**src/rtl/hardened_multi_operand_adder.sv**
```systemverilog
// Two-stage, valid/ready pipelined three-operand adder with a redundant check path.
// Stage 1 holds a carry-save reduction of a, b and c plus a shadow copy of the raw
// operands. Stage 2 holds the carry-propagate result and an independent direct sum.
// A disagreement sends the block into a sticky FAULT state. Leaving FAULT needs
// fault_clr. While in FAULT the pipeline is flushed and the handshakes are blocked.
module hardened_multi_operand_adder #(
  parameter int unsigned WIDTH = 4,
  parameter int unsigned CNT_W = 16
) (
  input  logic             clk,
  input  logic             rst_n,
  input  logic             in_valid,
  output logic             in_ready,
  input  logic [WIDTH-1:0] a,
  input  logic [WIDTH-1:0] b,
  input  logic [WIDTH-1:0] c,
  output logic             out_valid,
  input  logic             out_ready,
  output logic [WIDTH-1:0] sum,
  output logic [1:0]       cout,
  input  logic             inj_fault,
  output logic             fault,
  input  logic             fault_clr,
  output logic [CNT_W-1:0] out_count
);

  // The result is two bits wider than an operand. That is enough for a + b + c.
  localparam int unsigned RW = WIDTH + 2;

  typedef enum logic {
    NORMAL = 1'b0,
    FAULT  = 1'b1
  } state_e;

  state_e           state_q;
  logic             rdy_en_q;

  logic             s1_valid_q, s1_valid_d;
  logic [RW-1:0]    s1_ps_q;
  logic [RW-1:0]    s1_sc_q;
  logic [WIDTH-1:0] s1_a_q, s1_b_q, s1_c_q;

  logic             s2_valid_q, s2_valid_d;
  logic [RW-1:0]    s2_pri_q;
  logic [RW-1:0]    s2_chk_q;

  logic [CNT_W-1:0] cnt_q;

  logic [RW-1:0]    a_x, b_x, c_x;
  logic [RW-1:0]    csa_ps, csa_sc, ps_load;
  logic [RW-1:0]    pri_sum, chk_sum;
  logic             is_normal, s2_free, s2_load, in_fire, out_fire;
  logic             load_mismatch, held_mismatch, trip;

  // Carry-save reduction of the live operands. The fault injector flips only
  // the primary partial-sum bit. The shadow copy is not affected.
  always_comb begin
    a_x     = {2'b00, a};
    b_x     = {2'b00, b};
    c_x     = {2'b00, c};
    csa_ps  = a_x ^ b_x ^ c_x;
    csa_sc  = ((a_x & b_x) | (a_x & c_x) | (b_x & c_x)) << 1;
    ps_load = csa_ps ^ {{(RW-1){1'b0}}, inj_fault};
  end

  // Primary result: carry-propagate add of the stored vectors.
  // Check result: direct add of the stored shadow operands.
  always_comb begin
    pri_sum = s1_ps_q + s1_sc_q;
    chk_sum = {2'b00, s1_a_q} + {2'b00, s1_b_q} + {2'b00, s1_c_q};
  end

  // Handshake and advance conditions.
  // Each stage moves forward when the stage after it is empty, or is being
  // emptied in the same cycle.
  always_comb begin
    is_normal     = (state_q == NORMAL);
    out_valid     = s2_valid_q && is_normal;
    out_fire      = out_valid && out_ready;
    s2_free       = !s2_valid_q || out_ready;
    s2_load       = is_normal && s1_valid_q && s2_free;
    in_ready      = rdy_en_q && is_normal && (!s1_valid_q || s2_free);
    in_fire       = in_valid && in_ready;
    load_mismatch = s2_load && (pri_sum != chk_sum);
    // A held result that disagrees with its check copy has been corrupted in place.
    held_mismatch = is_normal && s2_valid_q && (s2_pri_q != s2_chk_q);
    trip          = load_mismatch || held_mismatch;
  end

  // Next value of each stage's valid bit. A fault flushes both stages.
  always_comb begin
    s1_valid_d = s1_valid_q;
    s2_valid_d = s2_valid_q;
    if (!is_normal || trip) begin
      s1_valid_d = 1'b0;
      s2_valid_d = 1'b0;
    end else begin
      if (in_fire)       s1_valid_d = 1'b1;
      else if (s2_load)  s1_valid_d = 1'b0;
      if (s2_load)       s2_valid_d = 1'b1;
      else if (out_fire) s2_valid_d = 1'b0;
    end
  end

  // Fault FSM. A mismatch takes priority over fault_clr.
  // fault_clr has an effect only while the block is in FAULT.
  always_ff @(posedge clk or negedge rst_n) begin
    if (!rst_n) begin
      state_q <= NORMAL;
    end else begin
      unique case (state_q)
        NORMAL:  if (trip)      state_q <= FAULT;
        FAULT:   if (fault_clr) state_q <= NORMAL;
        default:                state_q <= NORMAL;
      endcase
    end
  end

  // After reset is released, hold in_ready low until the first clock edge.
  always_ff @(posedge clk or negedge rst_n) begin
    if (!rst_n) rdy_en_q <= 1'b0;
    else        rdy_en_q <= 1'b1;
  end

  // Pipeline registers.
  // NOTE: the data registers are reset as well as the valid bits. This keeps
  // sum and cout at zero during reset instead of leaving a stale result visible.
  always_ff @(posedge clk or negedge rst_n) begin
    if (!rst_n) begin
      s1_valid_q <= 1'b0;
      s1_ps_q    <= '0;
      s1_sc_q    <= '0;
      s1_a_q     <= '0;
      s1_b_q     <= '0;
      s1_c_q     <= '0;
      s2_valid_q <= 1'b0;
      s2_pri_q   <= '0;
      s2_chk_q   <= '0;
    end else begin
      s1_valid_q <= s1_valid_d;
      s2_valid_q <= s2_valid_d;
      if (in_fire) begin
        s1_ps_q <= ps_load;
        s1_sc_q <= csa_sc;
        s1_a_q  <= a;
        s1_b_q  <= b;
        s1_c_q  <= c;
      end
      if (s2_load) begin
        s2_pri_q <= pri_sum;
        s2_chk_q <= chk_sum;
      end
    end
  end

  // Count completed output handshakes. The counter wraps naturally at CNT_W bits.
  always_ff @(posedge clk or negedge rst_n) begin
    if (!rst_n)        cnt_q <= '0;
    else if (out_fire) cnt_q <= cnt_q + 1'b1;
  end

  assign sum       = s2_pri_q[WIDTH-1:0];
  assign cout      = s2_pri_q[RW-1:WIDTH];
  assign fault     = (state_q == FAULT);
  assign out_count = cnt_q;

endmodule

```
**config.mk**
```make
export PLATFORM = sky130hd
export DESIGN_NAME = hardened_multi_operand_adder
export DESIGN_NICKNAME = d
export VERILOG_FILES = /design/src/rtl/hardened_multi_operand_adder.sv
export SDC_FILE = /design/constraint.sdc
export NUM_CORES = 1
export LEC_CHECK = 0
export CAP_MARGIN = 20
export CORE_ASPECT_RATIO = 0.7
export CORE_MARGIN = 2
export CORE_UTILIZATION = 35
export DETAILED_ROUTE_END_ITERATION = 16
export DONT_BUFFER_PORTS = 1
export PLACE_DENSITY_LB_ADDON = 0.1
export SLEW_MARGIN = 5
export SYNTH_ARGS = -nofsm -noshare
export SYNTH_HDL_FRONTEND = slang
export SYNTH_SLANG_ARGS = --single-unit
```
**constraint.sdc**
```tcl
create_clock -name clk -period 2.5 [get_ports clk]
set_clock_uncertainty 0.15 [all_clocks]
set_input_delay 0 -clock clk [delete_from_list [all_inputs] [get_ports clk]]
set_output_delay 0 -clock clk [all_outputs]
set_load 0.005 [all_outputs]
```
* Yosys cells after proc, flatten, opt, wreduce, memory -nomap -nowiden
Index checks and enable logic that the tools add are counted.
** Storage, ports and cells
- Logic and storage cells :: 53
- Flip-flop bits (word level) :: 55
- Output and inout bits :: 25
** Operators by class
- Equal/unequal tests :: 2
- Mux-type cells :: 9
- Reductions and logical operators :: 17
- Bitwise logic cells :: 9
- $add $sub $neg :: 4
** Operators by type and width (count)
- 16-bit by 1-bit adder with 16-bit output (second input constant) :: 1
- 4-bit bitwise AND :: 3
- 6-bit != test :: 2
- 1-bit logical AND :: 9
- 1-bit two-way mux :: 8
- 4-bit OR :: 2
- 4-bit XOR :: 2
- 5-bit by 4-bit adder with 6-bit output :: 1
- 6-bit adder :: 1
- 3-bit nonzero test :: 2
- 4-bit by 4-bit adder with 5-bit output :: 1
- 1-bit logical OR :: 4
- 4-bit by 1-bit XOR with 4-bit output :: 1
- 1-bit logical NOT :: 2
- 1-bit one-hot mux with 2 select lines :: 1
- 1-bit NOT :: 1

* Logic depth before layout (Yosys ltp)
Gate-level depths: netlist of the first run.
- Depth after elaboration :: 7
- Gate-level depth with buffers :: 9
- Gate-level depth less buffers :: 9

* Least setup slack after synthesis of the first run
OpenSTA, ideal clock, no wires.
- Kind :: reg-to-reg
- Start :: register s1_a_q[3]
- End :: register state_q, in the netlist fault
- Required time :: 2210 ps
- Stages on the path, launching flop included :: 10
- Period minus slack after synthesis :: 2586 ps
- Library setup time :: 140 ps
- Setup slack :: -86 ps
- Arrival time :: 2296 ps
- Cells stage by stage :: dfrtp_1 -> inv_1 -> fa_1 -> inv_1 -> ha_1 -> and3_4 -> or3_4 -> a211oi_2 -> o211a_1 -> a221oi_2
** On the way
- Word-level cells in the longest chain between the ends :: 7
** Ends and longest elaborated chain
- start: declaration :: line 41 : logic [WIDTH-1:0] s1_a_q, s1_b_q, s1_c_q;
- start signal: assignment :: line 133 : s1_a_q <= '0;
- start signal: assignment :: line 145 : s1_a_q <= a;
- 4-bit by 4-bit adder with 5-bit output :: line 70 : chk_sum = {2'b00, s1_a_q} + {2'b00, s1_b_q} + {2'b00, s1_c_q};
- 5-bit by 4-bit adder with 6-bit output :: line 70
- 6-bit != test :: line 84 : load_mismatch = s2_load && (pri_sum != chk_sum);
- 1-bit logical AND :: line 84
- 1-bit logical OR :: line 87 : trip = load_mismatch || held_mismatch;
- 1-bit two-way mux :: line 112 : NORMAL: if (trip) state_q <= FAULT;
- 1-bit one-hot mux with 2 select lines :: line 111 : unique case (state_q)
- end signal: assignment :: line 112
- end signal: assignment :: line 113 : FAULT: if (fault_clr) state_q <= NORMAL;
- end signal: assignment :: line 114 : default: state_q <= NORMAL;
- end: declaration :: line 35 : state_e state_q;
Every way passes these cells.
A chain may end at the register's enable or synchronous reset.

* Worst setup path in the final report of the first run
- Start :: register s1_a_q[1]
- End :: register state_q, in the netlist fault
Same word-level chain as after synthesis.

==> reports/metrics.csv, run 1 <==
metric,value,unit
dieArea,8330,um2
fin_ws,-0.135,ns
final_area,3130,um2
synth-main-ff-cell,dfrtp_1,
numCtsBuffers,5,
layout_min_cycle_time,2.64,ns
pwr-share-clk,0.109,
final_nets,275,
ant_nets,0,
critPathMaxFanout,3,
r2r_slack,-0.14,ns
finalCoreUtilization,0.427,
r2r_end,fault$_DFF_PN0_,
grt_setup_unrepaired,yes,
drcViolationCount,0,
place_hpwl,4.04,mm
grt_max_degree,53,
min_to,out_count[2]$_DFFE_PN0P_,
antenna_found_initial,0,
clkSinkCount,52,
synth_area,2660,um2
synth_seq_cells,52,
r2r_start,s1_a_q[1]$_DFFE_PN0P_,
die_w,108,um
seq_power_share,0.303,
status,finished with violations,
gr-total-overflow,0,
postPlaceCellArea,2830,um2
numPortBuffers,0,
r2r_cells,9,
h-tree-depth,2,
yosys_warnings,0,
setup_viol,3,
drv_cap,0,
yosysTopAreaCellShare,0.489,
n_antenna_cell,0,
die_y,77.0,um
initial_utilization,0.364,
synthCells,216,
yosysMostFrequentCell,dfrtp_1,
cts_max_path_buffers,2,
yosysSeqAreaShare,0.489,
worstPathRequired,2.56,ns
vias_per_cell,4.85,
p_int,2.69,mW
hold_violations,0,
drtIter0Drc,44,
io_pins,43,
fp-row-count,26,
p_sw,1.81,mW
comb_power_share,0.589,
track_usage,0.147,
worstHoldPathType,input pin to register,
hold_depth,3,
critPathLaunchType,register,
syn_to_final_growth,17.4,%
ys_types,35,
post-place-cells,313,
synth_common_cells,"dfrtp_1 (52), mux2_2 (23), xnor2_1 (20)",
critical_path_class,register to register,
avgSynthCellArea,12.3,um2
fill_cells,708,
vias,1644,
cts_tree,done,
grt_pass1_wl,9.54,mm
violations,setup timing,
power_switching_share,0.403,
arrival,2.69,ns
synthArstFlopShare,1.00,
power_density,1440,nW/um2
gp_congestion,0.780,
cts-root-buf,clkbuf_8,
core,7320,um2
synth_edf_count,0,
detail_route.wl_per_cell,16.0,um
syn_nets,251,
path_clk_slew,0.09,ns
maxSlewViolCount,0,
grt_pass1_vias,1790,
worstHoldStart,out_ready,
final_cells,339,
layout-drive-gt1-share,0.220,
vdd_drop_max,0.589,mV
max_freq,380,MHz
post-route-period-util,1.05,
end_kind,register,
clk_latency,0.30,ns
wl,5.43,mm
synth_area_leaders,"dfrtp_1 (49%), mux2_2 (9.7%), fa_1 (7.5%)",
setup_tns,-0.396,ns
leakage,1.37,nW
yosysTopAreaCell,dfrtp_1,
drt-pass1-iter-count,4,
power groups by stage:
stage | sequential, mW | combinational, mW | clock, mW
floorplan | 1.31 | 2.03 | 0
detailed placement | 1.39 | 2.51 | 0
CTS | 1.37 | 2.70 | 0.512
global placement | 1.38 | 2.44 | 0
finish | 1.36 | 2.65 | 0.489
global route | 1.41 | 2.95 | 0.558
placed cells by master, fill, tap and decap left out, drive strengths merged, types with 8 or more instances in the layout:
master	n
clkbuf	8
dfrtp	52
dlygate4sd3	16
fa	10
inv	11
mux2	23
nand2	17
o21ai	10
xnor2	20
xor2	9
registers in the layout (all words and copies together) (netlist names):
name	cells
s1_b_q	4
fault	1
s1_valid_q	1
s1_ps_q	4
s1_a_q	4
s2_pri_q	6
s1_c_q	4
s1_sc_q	4
s2_valid_q	1
s2_chk_q	6
out_count	16
rdy_en_q	1
per-stage QoR:
step	power, mW	setup WS (ns)	hold WS, ns
2_1_floorplan	3.34	0.00221	-0.446
3_3_place_gp	3.82	-0.0904	-0.444
3_5_place_dp	3.90	-0.139	-0.444
4_1_cts	4.59	-0.153	0.00209
5_1_grt	4.91	-0.264	0.0107
6_report	4.51	-0.135	0.00342
how the worst max path moves through the flow:
stage / startpoint / end / slack, ns / cells past startpoint
4_1_cts: s1_a_q[1]$_DFFE_PN0P_ / s2_valid_q$_DFFE_PN0P_ / -0.15 / 8
3_5_place_dp: s1_a_q[1]$_DFFE_PN0P_ / fault$_DFF_PN0_ / -0.14 / 9
5_1_grt: s1_a_q[1]$_DFFE_PN0P_ / s1_valid_q$_DFFE_PN0P_ / -0.26 / 9
3_3_place_gp: s1_c_q[3]$_DFFE_PN0P_ / fault$_DFF_PN0_ / -0.09 / 9
6_report: s1_a_q[1]$_DFFE_PN0P_ / fault$_DFF_PN0_ / -0.14 / 9
2_1_floorplan: s1_c_q[3]$_DFFE_PN0P_ / fault$_DFF_PN0_ / 0.002 / 9
metal layers:
layer,GRT usage,share of wire,up-vias,wire [um]
li1,-,-,790,-
met1,0.227,0.52,815,2820
met2,0.204,0.42,34,2290
met3,0.0374,0.049,5,267
met4,0.0372,0.0083,0,45
met5,0,0,-,0
timing repair:
action | in CTS | in global routing
setup buffers | 2 | 0
setup endpoints to repair | 3 | 4
pin swaps | 7 | 3
hold buffers | 17 | 0
gates cloned | 0 | 0
gates resized for setup | 4 | 1
hold endpoints to repair | 74 | 0
critical path: stages (launching register included):
cell and delay (ns):
dfrtp_1 0.41, fa_1 0.56, ha_2 0.19, inv_2 0.04
fa_2 0.36, xnor2_2 0.21, xnor2_2 0.16, nor4_4 0.06
and2_1 0.18, a221oi_2 0.23
layout make-up:
class	count	area (um2)	share of cell area
clock buffer	8	90.1	0.0288
multi-input combinational	147	1340	0.428
inverter	11	41.3	0.0132
tap	98	123	0.0392
sequential	52	1300	0.416
timing repair buffer	23	233	0.0745
logic make-up after synthesis:
| kind of cell | share of synthesized area |
|---|---|
| XOR/XNOR | 0.0954 |
| other | 0.00141 |
| AO/OA/AOI/OAI | 0.0785 |
| multiplexers | 0.0973 |
| adder cells (fa/ha/maj) | 0.108 |
| buffers and inverters | 0.0277 |
| AND/OR/NAND/NOR | 0.102 |
| flip-flops | 0.489 |
Note: power is estimated with default switching activity, not from simulation.
==> run 2, diff against run 1 <==
HOLD_SLACK_MARGIN = 0.06   (was default)
==> reports/metrics.csv, run 2 (synthesized netlist as in run 1, its figures left out) <==
metric,value,unit
critPathLaunchType,register,
critPathMaxFanout,3,
setup.worst_path.start,s1_a_q[1]$_DFFE_PN0P_,
detail_route.wl_per_cell,16.0,um
max_freq,380,MHz
fill_cells,708,
postPlaceCellArea,2830,um2
path_clk_slew,0.09,ns
grt_pass1_wl,9.53,mm
gp_congestion,0.780,
core,7320,um2
r2r_start,s1_a_q[1]$_DFFE_PN0P_,
holdWs,0.0455,ns
end_kind,register,
grt_pass1_vias,1792,
grt_max_degree,53,
dieArea,8330,um2
status,finished with violations,
numPortBuffers,0,
final_common_cell,dfrtp_1,
cts_max_path_buffers,2,
final_nets,275,
track_usage,0.147,
setup_tns,-0.396,ns
power_density,1440,nW/um2
clk_latency,0.30,ns
post-place-cells,313,
io_pins,43,
drt-pass1-iter-count,4,
final_cells,339,
place_hpwl,4.04,mm
vdd_drop_max,0.589,mV
largest_reg_flops,16,
critical_path_class,register to register,
antenna_found_initial,0,
clkSinkCount,52,
syn_to_final_growth,17.4,%
maxSlewViolCount,0,
initial_utilization,0.364,
vias_per_cell,4.84,
pre_cts_ws,-0.139,ns
fp-row-count,26,
hold_violations,0,
die_w,108,um
drv_cap,0,
h-tree-depth,2,
ant_nets,0,
cts-root-buf,clkbuf_8,
drtIter0Drc,46,
arrival,2.69,ns
most-common-layout-cells,"dfrtp_1 (52), mux2_2 (23), xnor2_1 (17), nand2_1 (17), dlygate4sd3_1 (16)",
numCtsBuffers,5,
setup_viol,3,
n_antenna_cell,0,
final_area,3130,um2
grt_setup_unrepaired,yes,
die_y,77.0,um
layout-drive-gt1-share,0.220,
layout_min_cycle_time,2.64,ns
gr-total-overflow,0,
wl,5.42,mm
drcViolationCount,0,
cts_tree,done,
violations,setup timing,
fin_ws,-0.135,ns
post-route-period-util,1.05,
leakage,1.37,nW
vias,1642,
worstPathRequired,2.56,ns
worstHoldPathType,input pin to asynchronous set/reset pin,
-- run 2: cell counts in the layout (fill, tap and decap cells not counted) --
No cell type changed its count.
-- run 2: layer usage --
metal  GRT usage  vias up  part of all wire
met5           0        -                 0
met4      0.0372        0            0.0083
met3      0.0374        5             0.049
met2       0.204       34              0.42
met1       0.227      813              0.52
li1            -      790                 -
-- run 2: repair_timing --
| item | in CTS | in global routing |
|---|---|---|
| pin swaps | 7 | 3 |
| endpoints found under the setup margin | 3 | 4 |
| hold buffers | 17 | 0 |
| endpoints found under the hold margin | 78 | 0 |
| gates resized for setup | 4 | 1 |
| setup buffers | 2 | 0 |
-- run 2: critical path, cell delays in order (launching register included) --
cell and delay (ns):
dfrtp_1 0.41, fa_1 0.56, ha_2 0.19, inv_2 0.04, fa_2 0.36, xnor2_2 0.21, xnor2_2 0.16, nor4_4 0.06
and2_1 0.18, a221oi_2 0.23
-- run 2: final timing paths --
check	to	slack, ns	cells past startpoint
worst max-delay path	fault$_DFF_PN0_	-0.14	9
worst min-delay path	s1_sc_q[2]$_DFFE_PN0P_	0.05	2
worst min register to register	s2_chk_q[5]$_DFFE_PN0P_	0.35	2
max in group asynchronous	s2_chk_q[4]$_DFFE_PN0P_	1.91	2
worst max register to register	fault$_DFF_PN0_	-0.14	9
min in group clk	s1_a_q[3]$_DFFE_PN0P_	0.10	4
-- run 2: metrics by stage --
stage               power, mW   util
floorplan                3.34      -
global placement         3.82  0.386
detailed placement       3.90  0.386
CTS                      4.59  0.428
global route             4.91  0.427
finish                   4.51  0.427
-- run 2: report_power, final --
part | leakage, nW | internal [mW] | switching (mW)
clock | 0.0455 | 0.227 | 0.263
combinational | 0.661 | 1.35 | 1.31
sequential | 0.660 | 1.12 | 0.247
total | 1.37 | 2.69 | 1.82
-- run 2: area by class of cell --
cell class,count,area (um2),area share
well taps,98,123,0.0392
flip-flops and latches,52,1300,0.416
multi-input cells,147,1340,0.428
clock buffers,8,90.1,0.0288
inverters,11,41.3,0.0132
repair buffers,23,233,0.0745
